## src/rtl/tx_pkg.sv

```systemverilog
// Shared types and constants for the UART transmit controller: state enum,
// frame length, baud-rate table and the request record latched on a write.
package tx_pkg;

  typedef enum logic [1:0] {IDLE, LOAD, SEND} tx_state_t;

  localparam int FRAME_BITS = 11;

  // Baud rates indexed by baud_sel; bit-time count is CLK_HZ / rate, truncated.
  localparam int BAUD_RATE [16] = '{
    300, 600, 1200, 2400, 4800, 9600, 19200, 38400,
    57600, 115200, 230400, 460800, 921600, 921600, 921600, 921600
  };

  typedef struct packed {
    logic [7:0] din;
    logic       eight;
    logic       pen;
    logic       ohel;
    logic [3:0] baud_sel;
  } tx_req_t;

endpackage

```

## src/rtl/tx_controller_bit_time_counter.sv

```systemverilog
// Bit-time counter: counts while enabled, wraps at k-1 and pulses tick on the wrap.
module bit_time_counter #(
  parameter int W = 20
) (
  input  logic         clk,
  input  logic         rst,
  input  logic         clr,
  input  logic         en,
  input  logic [W-1:0] k,
  output logic         tick
);

  logic [W-1:0] cnt_q, cnt_d;

  assign tick = en && (cnt_q == k - 1'b1);

  always_comb begin
    cnt_d = cnt_q;
    if (clr)       cnt_d = '0;
    else if (tick) cnt_d = '0;
    else if (en)   cnt_d = cnt_q + 1'b1;
  end

  always_ff @(posedge clk or posedge rst) begin
    if (rst) cnt_q <= '0;
    else     cnt_q <= cnt_d;
  end

endmodule

```

## src/rtl/tx_controller.sv

```systemverilog
// UART transmit controller: latches a character, loads an 11-bit frame and paces
// 11 shift strobes. TX_DOUBLE_BUFFER_EN adds a one-deep pending write buffer.
module tx_controller
  import tx_pkg::*;
#(
  parameter int CLK_HZ = 100_000_000
) (
  input  logic       clk,
  input  logic       reset,
  input  logic       write,
  input  logic [7:0] din,
  input  logic       eight,
  input  logic       pen,
  input  logic       ohel,
  input  logic [3:0] baud_sel,
  output logic       tx_rdy,
  output logic       ld,
  output logic       sh,
  output logic       bit_10,
  output logic       bit_9,
  output logic [6:0] ldata,
  output logic       bit_1,
  output logic       bit_0
);

  localparam int CNT_W = $clog2(CLK_HZ / BAUD_RATE[0] + 1);

  logic [CNT_W-1:0] baud_k [16];
  for (genvar i = 0; i < 16; i++) begin : g_baud_k
    assign baud_k[i] = CNT_W'(CLK_HZ / BAUD_RATE[i]);
  end

  tx_state_t  state_q, state_d;
  tx_req_t    hold_q, hold_d;
  logic [3:0] shcnt_q, shcnt_d;
  tx_req_t    wr_req;
  logic       tick, frame_done;

  assign wr_req     = '{din: din, eight: eight, pen: pen, ohel: ohel, baud_sel: baud_sel};
  assign frame_done = tick && (shcnt_q == 4'(FRAME_BITS - 1));
  assign ld         = (state_q == LOAD);
  assign sh         = tick;

  bit_time_counter #(.W(CNT_W)) u_btc (
    .clk  (clk),
    .rst  (reset),
    .clr  (state_q == LOAD),
    .en   (state_q == SEND),
    .k    (baud_k[hold_q.baud_sel]),
    .tick (tick)
  );

  always_comb begin
    shcnt_d = shcnt_q;
    if (state_q == LOAD) shcnt_d = '0;
    else if (tick)       shcnt_d = shcnt_q + 1'b1;
  end

`ifdef TX_DOUBLE_BUFFER_EN
  tx_req_t pend_q, pend_d;
  logic    pend_vld_q, pend_vld_d;
  logic    load_slot;

  assign tx_rdy = !pend_vld_q;

  // A frame can start from IDLE or straight off the last shift; the pending
  // entry has priority and a same-cycle write refills the freed slot.
  always_comb begin
    state_d    = state_q;
    hold_d     = hold_q;
    pend_d     = pend_q;
    pend_vld_d = pend_vld_q;
    load_slot  = (state_q == IDLE) || frame_done;
    if (load_slot && pend_vld_q) begin
      hold_d  = pend_q;
      state_d = LOAD;
      if (write) pend_d = wr_req;
      else       pend_vld_d = 1'b0;
    end else if (load_slot && write) begin
      hold_d  = wr_req;
      state_d = LOAD;
    end else begin
      if (write && !pend_vld_q) begin
        pend_d     = wr_req;
        pend_vld_d = 1'b1;
      end
      if (frame_done)            state_d = IDLE;
      else if (state_q == LOAD)  state_d = SEND;
    end
  end

  always_ff @(posedge clk or posedge reset) begin
    if (reset) begin
      pend_q     <= '0;
      pend_vld_q <= 1'b0;
    end else begin
      pend_q     <= pend_d;
      pend_vld_q <= pend_vld_d;
    end
  end
`else
  assign tx_rdy = (state_q == IDLE);

  always_comb begin
    state_d = state_q;
    hold_d  = hold_q;
    case (state_q)
      IDLE: if (write) begin
        hold_d  = wr_req;
        state_d = LOAD;
      end
      LOAD:    state_d = SEND;
      SEND:    if (frame_done) state_d = IDLE;
      default: state_d = IDLE;
    endcase
  end
`endif

  always_ff @(posedge clk or posedge reset) begin
    if (reset) begin
      state_q <= IDLE;
      hold_q  <= '0;
      shcnt_q <= '0;
    end else begin
      state_q <= state_d;
      hold_q  <= hold_d;
      shcnt_q <= shcnt_d;
    end
  end

  // Parity bit lands in bit_9 for 8-bit frames, in ldata[6] for 7-bit frames.
  logic p8, p7;
  always_comb begin
    p8     = (^hold_q.din) ^ hold_q.ohel;
    p7     = (^hold_q.din[6:0]) ^ hold_q.ohel;
    bit_0  = 1'b0;
    bit_1  = hold_q.din[0];
    bit_10 = 1'b1;
    if (hold_q.eight) begin
      ldata = hold_q.din[7:1];
      bit_9 = hold_q.pen ? p8 : 1'b1;
    end else begin
      ldata = {hold_q.pen ? p7 : 1'b1, hold_q.din[6:1]};
      bit_9 = 1'b1;
    end
  end

endmodule

```

## config.mk

```make
export PLATFORM = sky130hd
export DESIGN_NAME = tx_controller
export DESIGN_NICKNAME = d
export VERILOG_FILES = /design/src/rtl/tx_pkg.sv /design/src/rtl/tx_controller_bit_time_counter.sv /design/src/rtl/tx_controller.sv
export SDC_FILE = /design/constraint.sdc
export NUM_CORES = 1
export LEC_CHECK = 0
export ABC_AREA = 1
export CORE_UTILIZATION = 43
export DETAILED_ROUTE_END_ITERATION = 6
export MAX_ROUTING_LAYER = met4
export PLACE_DENSITY = 0.63
export RECOVER_POWER = 25
export SETUP_SLACK_MARGIN = 0.02
export SKIP_LAST_GASP = 1
export SYNTH_ARGS = -nofsm -noshare
export SYNTH_HDL_FRONTEND = slang
export SYNTH_SLANG_ARGS = --single-unit
```

## constraint.sdc

```tcl
create_clock -name clk -period 7 [get_ports clk]
set_input_delay 1.4 -clock clk [delete_from_list [all_inputs] [get_ports clk]]
set_output_delay 1.4 -clock clk [all_outputs]
set_load 0.01 [all_outputs]
```

Word level (Yosys, flattened, before mapping)
Memories as Yosys holds them, arrays and structs flattened.
Cells that the tools add are included.
{ "op_classes": {"add_sub_neg": 3, "mul": 0, "div": 0, "magnitude_cmp": 1, "eq_ne": 6, "shift": 0, "n_mux": 14, "bitwise": 3, "reduce_logical": 9} }
{ "ops": {"columns": ["operator", "count"], "rows": [
  ["19-bit 2-to-1 mux", 5],
  ["19-bit by 1-bit adder with 19-bit output (second input constant)", 1],
  ["19-bit == test", 1],
  ["19-bit by 1-bit subtractor with 19-bit output (second input constant)", 1],
  ["4-bit 2-to-1 mux", 2],
  ["8-bit parity", 1],
  ["7-bit 2-to-1 mux", 1],
  ["7-bit parity", 1],
  ["2-bit case mux with 3 select lines", 1],
  ["5-bit greater-or-equal comparator (second input constant)", 1],
  ["4-bit NOT with 5-bit output", 1],
  ["4-bit by 1-bit adder with 4-bit output (second input constant)", 1],
  ["4-bit == test (second input constant)", 1],
  ["2-bit 2-to-1 mux", 2],
  ["2-bit != test (second input constant)", 2],
  ["2-bit AND reduction", 2],
  ["1-bit 2-to-1 mux", 3],
  ["3-bit nonzero test", 1],
  ["2-bit by 1-bit == test with 1-bit output (second input constant)", 1],
  ["2-bit == test (second input constant)", 1],
  ["1-bit logical AND", 2],
  ["2-bit logical NOT", 1],
  ["2-bit nonzero test", 1],
  ["1-bit bitwise XOR", 2]
]} }
{ "word_totals": {"regBits": 40, "latchBits": 0, "ramBits": 0, "romBits": 304, "inputBits": 18, "output_inout_bits": 14, "wordCells": 45, "mem_count": 1} }
{ "memory_table": {"columns": ["name", "depth", "width", "read_ports", "rd_ports_with_merged_regs", "write_ports", "line", "text"], "rows": [
  ["(name not given)", 16, 19, 1, 0, 0, "tx_controller.sv:49", ".k (baud_k[hold_q.baud_sel]),"]
]} }

Longest topological paths before layout
Gate-level depths: netlist (run 1).
{ "logic_depth": {"depth_word": 10, "ltp_mapped": 20, "depth_no_buf": 20} }

By module
A second synthesis (run 1) with hierarchy kept.
{ "hier_totals": {"hier_cells": 585, "hier_area_um2": 3638.5} }
{ "by_module_without_submodules": {"columns": ["module", "instances", "cells_each", "area_per_inst_um2", "seq_area_each_um2"], "rows": [
  ["bit_time_counter", 1, 377, 2218.4, 475.5],
  ["tx_controller", 1, 208, 1420.1, 525.5]
]} }

Worst setup path after synthesis (run 1)
Ideal clock, no wire load.
{ "synth_path": {"kind": "register -> output", "from": "register hold_q[0] (netlist bit)", "to": "output port sh", "arrival_ns": 2.288, "required_ns": 5.600, "path_slack_ns": 3.312, "stages_incl_launch_ff": 15, "path_buffers": 0, "path_cell_list": "dfrtp_1 -> inv_1 -> ha_1 -> nand3_1 -> nand2_1 -> inv_1 -> ha_1 -> or2_2 -> nand3_1 -> nand2_1 -> nor2_1 -> nand4_1 -> nor2_1 -> nand3_1 -> nor2_4"} }
{ "synth_via": {"elab_chain_len": 7} }
{ "synth_lines": {"columns": ["item", "line", "text"], "rows": [
  ["from (decl)", "tx_controller.sv:34", "tx_req_t hold_q, hold_d;"],
  ["from (signal assigned)", "tx_controller.sv:126", "hold_q <= hold_d;"],
  ["4-bit NOT with 5-bit output (not written as such)", "tx_controller.sv:49", null],
  ["memory read 16 x 19 bit", null, null],
  ["19-bit 2-to-1 mux (not written as such) (2 in a row)", "tx_controller.sv:49", null],
  ["19-bit by 1-bit subtractor with 19-bit output", "tx_controller_bit_time_counter.sv:15", "assign tick = en && (cnt_q == k - 1'b1);"],
  ["19-bit == test", "tx_controller_bit_time_counter.sv:15", null],
  ["1-bit logical AND", "tx_controller_bit_time_counter.sv:15", null],
  ["to (decl)", "tx_controller.sv:18", "output logic sh,"]
]} }
No other way between the ends. The select of a mux whose other input is x is not followed.

Worst setup path after layout (run 1)
{ "layout_path": {"from": "register hold_q[1] (netlist bit)", "to": "output port sh"} }
Same word-level chain as after synthesis.

==> out/results.tsv, run 1 <==
stage	metric	value	unit
outcome	status	finished, violations left	
outcome	violations	max-capacitance violations, max-slew violations	
sta	slew_headroom	-0.417	
finish	drive_gt1_frac	0.0641	
floorplan	die_w	85.4	µm
critical_path	endpoint_kind	primary output	
yosys	synthCells	419	
global_route	grt_max_degree	41	
finish	nNetsFinal	469	
critical_path	crit_arrival	3.44	ns
critical_path	worstPathRequired	5.60	ns
yosys	ys_types	32	
clock_network	cts_tree	yes	
clock_network	cts_buffer_depth	2	
global_route	grt_pass1_vias	2627	
yosys	ys_seq_area_frac	0.335	
finish	antenna_cells	0	
critical_path	cpPeakStageDelay	0.56	ns
yosys	ys_warn_count	0	
clock_network	path_clk_slew	0.08	ns
yosys	ys_seq_elements	40	
clock_network	ctsHoldBuffers	0	
sta	setup_viol	0	
clock_network	post_cts_resized	0	
global_route	grt_first_pass_wirelength	11700	µm
drt	drtPass1Iterations	4	
sta	rsz0062_at_grt	false	
sta	drv_slew	41	
power_and_ir_drop	p_sw	0.762	mW
global_route	grt_usage	0.205	
flow_run	maxCapViolCount	1	
floorplan	start_util	0.442	
global_route	globalRouteOverflowTotal	0	
power_and_ir_drop	p_clk_frac	0.121	
clock_network	htree_levels	2	
drt	vias_per_cell	5.15	
sta	timing.fmax	207	MHz
floorplan	die_area	7290	µm²
yosys	synth_edf_count	0	
sta	min_period	4.84	ns
yosys	syn_avg_cell_area	7.13	µm²
clock_network	postCtsSetupRepairBufs	0	
power_and_ir_drop	internal_power	0.779	mW
placed_design	dp_hpwl	4980	µm
finish	area_delta_synth_final	12.6	%
sta	clock_skew	0.00931	ns
placed_design	gp_congestion	0.891	
clock_network	cts_made_buffers	5	
sta	fin_setup_tns	0	ns
critical_path	cp_max_fo	10	
drt	drtIter0Drc	107	
drt	ant_nets	0	
power_and_ir_drop	ir_drop	0.000237	V
power_and_ir_drop	p_comb_frac	0.641	
power_and_ir_drop	total_leakage_power	1.64	nW
sta	period_share	0.692	
critical_path	crit_chain	inv_1 > ha_1 > nand3_2 > nand3_2 > inv_2 > ha_1 > or2_2 > nand3_1 > nand2_1 > nor2_1 > nand4_1 > nor2_1 > nand3_1 > nor2_4 > clkdlybuf4s50_1	
drt	wl_per_cell	12.5	µm
global_route	antenna_found_initial	0	
drt	vias	2664	
floorplan	fp-row-count	30	
hold_path	hp-class	reg -> reg	
power_and_ir_drop	p_per_area	458	nW/µm²
critical_path	critPathLaunchType	flip-flop	
yosys	synth_flop_cell	dfrtp_1	
clock_network	cts_root_buf	clkbuf_8	
sta	tightest_slew	2.13	ns
floorplan	pin_count	32	
yosys	synthesis.nets	452	
clock_network	clock-sinks	40	
placed_design	port_buffers	29	
clock_network	clk_latency	0.30	ns
power_and_ir_drop	total_power	1.54	mW
power_and_ir_drop	switching_share	0.494	
drt	drc	0	
sta	timing.final.hold_violations	0	
yosys	async_flop_share	1.00	
drt	routed_wl	6460	µm
critical_path	critical_path_class	reg -> out	
power_and_ir_drop	p_seq_frac	0.239	
floorplan	coreArea	6760	µm²
floorplan	die_y	85.4	µm
yosys	syn_area	2990	µm²
critical_path	crit_slowest_cell	clkdlybuf4s50_1	
==> cell usage after synthesis (2+ instances only) <==
| master | instances | area (µm²) |
|---|---|---|
| dfrtp_1 | 40 | 1000 |
| inv_2 | 7 | 26.3 |
| ha_1 | 15 | 188 |
| o21ai_0 | 12 | 60.1 |
| nand3_2 | 5 | 50.1 |
| o22ai_1 | 2 | 12.5 |
| clkbuf_1 | 6 | 22.5 |
| xnor2_1 | 14 | 123 |
| o21ai_1 | 2 | 10.0 |
| nor3_1 | 3 | 15.0 |
| nor2_2 | 4 | 25.0 |
| conb_1 | 2 | 7.51 |
| nor2_1 | 27 | 101 |
| nand4_1 | 10 | 62.6 |
| xor2_1 | 22 | 193 |
| nand3_1 | 36 | 180 |
| inv_1 | 36 | 135 |
| buf_2 | 2 | 10.0 |
| buf_4 | 11 | 82.6 |
| nand2_2 | 2 | 12.5 |
| a21oi_1 | 19 | 95.1 |
| nand2_1 | 132 | 495 |
==> layer usage <==
layer | share of wire | track usage | wire length, µm | vias to the layer above
li1 | - | - | - | 1350
met3 | 0.039 | 0.0350 | 251 | 14
met5 | 0 | - | 0 | -
met1 | 0.46 | 0.254 | 2990 | 1242
met2 | 0.48 | 0.339 | 3090 | 58
met4 | 0.021 | 0.0727 | 137 | 0
==> cells in the final DEF, fill, tap and decap left out, types with 3 or more instances in the layout <==
master           instances
nor3_1                   3
inv_1                   36
ha_1                    15
clkbuf_8                 5
o21ai_0                 12
nand2_1                132
dfrtp_1                 40
clkdlybuf4s50_1         28
nand4_1                 10
inv_2                    7
xnor2_1                 14
nand3_1                 36
nor2_1                  27
nand3_2                  5
xor2_1                  22
nor2_2                   4
a21oi_1                 19
==> path summary, 6_finish.rpt <==
path / end / startpoint / depth (start not counted) / slack (ns)
max in group asynchronous: u_btc.cnt_q[5] / reset / 3 / 3.47
max reg2reg: u_btc.cnt_q[12] / hold_q[1] / 17 / 3.72
max: sh / hold_q[1] / 15 / 2.16
min reg2reg: state_q[1] / state_q[1] / 2 / 0.51
min in group asynchronous: state_q[0] / reset / 3 / 2.32
min: state_q[1] / state_q[1] / 2 / 0.51
==> metrics by stage <==
| stage | instance area [µm²] | instances | setup slack, ns | utilization | hold WS [ns] |
|---|---|---|---|---|---|
| after floorplan | 2990 | 419 | 3.31 | - | 0.467 |
| after global placement | 3260 | 509 | 2.56 | 0.483 | 0.490 |
| after detailed placement | 3260 | 509 | 2.51 | 0.483 | 0.492 |
| after CTS | 3370 | 517 | 2.18 | 0.499 | 0.512 |
| after global routing | 3360 | 517 | 1.87 | 0.498 | 0.550 |
| final | 3360 | 517 | 2.16 | 0.498 | 0.512 |
==> worst max-delay path: cells and delay by family, from the launching register on <==
kind | cells | cell delay (ns)
adder cells (fa/ha/maj) | 2 | 0.49
buffers and inverters | 3 | 0.88
AND/OR/NAND/NOR | 10 | 1.33
flip-flops | 1 | 0.45
==> power groups by stage <==
| stage | logic, mW | registers (mW) | clock network, mW |
|---|---|---|---|
| 2_1_floorplan | 0.797 | 0.342 | 0 |
| 3_3_place_gp | 0.971 | 0.370 | 0 |
| 3_5_place_dp | 0.987 | 0.370 | 0 |
| 4_1_cts | 0.991 | 0.367 | 0.191 |
| 5_1_grt | 1.13 | 0.378 | 0.198 |
| 6_report | 0.987 | 0.368 | 0.186 |
==> registers in the layout (all words and copies together) (netlist names) <==
| name | cells |
|---|---|
| shcnt_q | 4 |
| state_q | 2 |
| hold_q | 14 |
| bit_1 | 1 |
| u_btc.cnt_q | 19 |
==> area by class of cell <==
| type | instances | area [µm²] |
|---|---|---|
| Fill cell | 675 | 3390 |
| Multi-Input combinational cell | 316 | 1700 |
| Sequential cell | 40 | 1000 |
| Timing Repair Buffer | 30 | 294 |
| Inverter | 43 | 161 |
| Tap cell | 80 | 100 |
| Clock buffer | 6 | 72.6 |
| Clock inverter | 2 | 35.0 |
==> cells by family (layout without fill, tap and decap cells) <==
kind of cell	after synthesis	in the layout	synth area share
compound gates	40	40	0.0720
buf+inv	63	81	0.0963
fa+ha+maj	15	15	0.0628
other cells	2	2	0.00251
simple gates	223	223	0.326
xor+xnor	36	36	0.105
flops	40	40	0.335
Note: power is estimated with default switching activity, not from simulation.
==> run 2, diff against run 1 <==
--- a/config.mk
+++ b/config.mk
@@ -9,7 +9,7 @@
 export CORE_UTILIZATION = 43
 export DETAILED_ROUTE_END_ITERATION = 6
 export MAX_ROUTING_LAYER = met4
-export PLACE_DENSITY = 0.63
+export PLACE_DENSITY = 0.66
 export RECOVER_POWER = 25
 export SETUP_SLACK_MARGIN = 0.02
 export SKIP_LAST_GASP = 1
==> constraint.sdc (replaced) <==
create_clock -name clk -period 4.05 [get_ports clk]
set_input_delay 0.81 -clock clk [delete_from_list [all_inputs] [get_ports clk]]
set_output_delay 0.81 -clock clk [all_outputs]
set_load 0.01 [all_outputs]
==> out/results.tsv, run 2 (synthesis results as in run 1) <==
stage	metric	value	unit
critical_path	crit_slowest_cell	dfrtp_2	
flow_run	maxCapViolCount	0	
critical_path	critPathLaunchType	flip-flop	
floorplan	pin_count	32	
finish	reg_top3	u_btc.cnt_q: 19 flops, hold_q: 14 flops, shcnt_q: 4 flops	
sta	fin_setup_tns	0	ns
drt	drc	0	
placed_design	port_buffers	29	
clock_network	clk_latency	0.29	ns
global_route	grt_first_pass_wirelength	11400	µm
power_and_ir_drop	ir_drop	0.000394	V
finish	drive_gt1_frac	0.0944	
critical_path	cpPeakStageDelay	0.50	ns
sta	drv_slew	0	
critical_path	worst-path-stages	14	
drt	vias_per_cell	5.09	
critical_path	cp_max_fo	12	
clock_network	path_clk_slew	0.08	ns
sta	period_share	0.869	
critical_path	worstPathRequired	3.24	ns
critical_path	critical_path.top_delay_family	simple AND/OR/NAND/NOR gates	
floorplan	fp-row-count	30	
hold_path	hp-class	reg -> reg	
sta	min_period	3.52	ns
sta	clock_skew	0.00687	ns
critical_path	crit_chain	nor2_4 > nand2_1 > nand3_2 > inv_2 > ha_1 > or2_2 > nand3_1 > nand2_1 > nor2_1 > nand4_1 > nor2_1 > nand3_1 > nor2_4 > dlymetal6s2s_1	
finish	layout_commonest_cell	nand2_1	
floorplan	die_w	85.4	µm
placed_design	dp_hpwl	4970	µm
placed_design	postPlaceCellArea	3320	µm²
placed_design	gp_congestion	0.891	
global_route	grt_max_degree	23	
global_route	antenna_found_initial	0	
floorplan	coreArea	6760	µm²
finish	nNetsFinal	477	
power_and_ir_drop	p_per_area	797	nW/µm²
floorplan	die_area	7290	µm²
sta	slew_headroom	0.458	
sta	tightest_slew	0.812	ns
critical_path	critical_path_class	reg -> out	
finish	mostFrequentLayoutCells	nand2_1 (132), dfrtp_1 (38), inv_1 (35), nand3_1 (35)	
clock_network	cts_made_buffers	5	
finish	regMostFlops	u_btc.cnt_q	
outcome	status	finished clean	
drt	ant_nets	0	
hold_path	holdPathStages	2	
clock_network	cts_buffer_depth	2	
drt	vias	2672	
finish	multiInputGateArea	1710	µm²
critical_path	crit_arrival	2.71	ns
finish	seqCellArea	1000	µm²
finish	stdcell_area	3460	µm²
sta	timing.final.hold_violations	0	
critical_path	r2r.worst_path.cells	17	
floorplan	start_util	0.442	
drt	drtIter0Drc	168	
power_and_ir_drop	total_leakage_power	1.70	nW
finish	fillers	660	
critical_path	endpoint_kind	primary output	
global_route	grt_pass1_vias	2512	
clock_network	clock-sinks	40	
clock_network	cts_root_buf	clkbuf_8	
drt	wl_per_cell	12.5	µm
drt	routed_wl	6540	µm
clock_network	cts_tree	yes	
floorplan	die_y	85.4	µm
critical_path	crit_buf_inv	2	
global_route	grt_usage	0.204	
finish	largest_register_ffs	19	
clock_network	postCtsSetupRepairBufs	0	
sta	timing.fmax	284	MHz
power_and_ir_drop	total_power	2.76	mW
sta	setup_viol	0	
global_route	globalRouteOverflowTotal	0	
finish	antenna_cells	0	
finish	fin_util	0.512	
finish	area_delta_synth_final	15.8	%
drt	drtPass1Iterations	6	
clock_network	htree_levels	2	
sta	rsz0062_at_grt	false	
==> run 2: cell types whose count changed in the layout (fill, tap and decap cells not counted), moves of 2 or more <==
cell,change
buf_4,+8
clkbuf_8,+2
dfrtp_2,+2
dfrtp_1,-2
==> run 2: through the flow <==
step / setup slack [ns] / hold slack, ns / cells
floorplan: 0.952 / 0.467 / 419
global placement: 0.410 / 0.489 / 517
detailed placement: 0.352 / 0.492 / 517
CTS: 0.0239 / 0.513 / 525
global route: 0.303 / 0.561 / 525
finish: 0.531 / 0.506 / 525
==> run 2: power by group <==
group	switching, mW	internal, mW	total, mW
clock network	0.140	0.218	0.357
registers	0.119	0.500	0.619
logic	1.07	0.711	1.78
==> run 2: path summary, 6_finish.rpt <==
check                      startpoint         endpoint  slack, ns
max                         hold_q[2]               sh       0.53
min in group asynchronous       reset        hold_q[8]       1.11
min                        state_q[1]       state_q[1]       0.51
max reg2reg                 hold_q[2]  u_btc.cnt_q[12]       0.96
max in group asynchronous       reset        hold_q[4]       2.07
min reg2reg                state_q[1]       state_q[1]       0.51
==> run 2: timing repair <==
action | 4_1_cts | 5_1_grt
gates resized for setup | 0 | 7
hold buffers | 0 | 0
setup endpoints to repair | 0 | 1
==> run 2: area by class of cell <==
type                            instances  share of cell area
Sequential cell                        40               0.290
Multi-Input combinational cell        316               0.495
Tap cell                               80              0.0289
Clock inverter                          1             0.00868
Timing Repair Buffer                   38               0.103
Inverter                               43              0.0466
Clock buffer                            7              0.0278
==> run 2: worst register-to-register path: stages (launching register included) <==
cell      delay [ns]
dfrtp_2         0.50
nor2_4          0.18
nand2_1         0.17
nand3_2         0.13
inv_2           0.04
ha_1            0.23
or2_2           0.32
nand3_1         0.08
nand2_1         0.05
nor2_1          0.09
nand4_1         0.09
nor2_1          0.12
nand3_1         0.12
nor2_4          0.12
buf_4           0.15
inv_2           0.05
nand2_2         0.32
a21boi_0        0.17
==> run 2: layer usage <==
layer  up-vias  GRT usage  routed length, µm
li1       1369          -                  -
met1      1233      0.257               3080
met2        55      0.332               3090
met3        15     0.0350                232
met4         0     0.0712                140
met5         -          -                  0
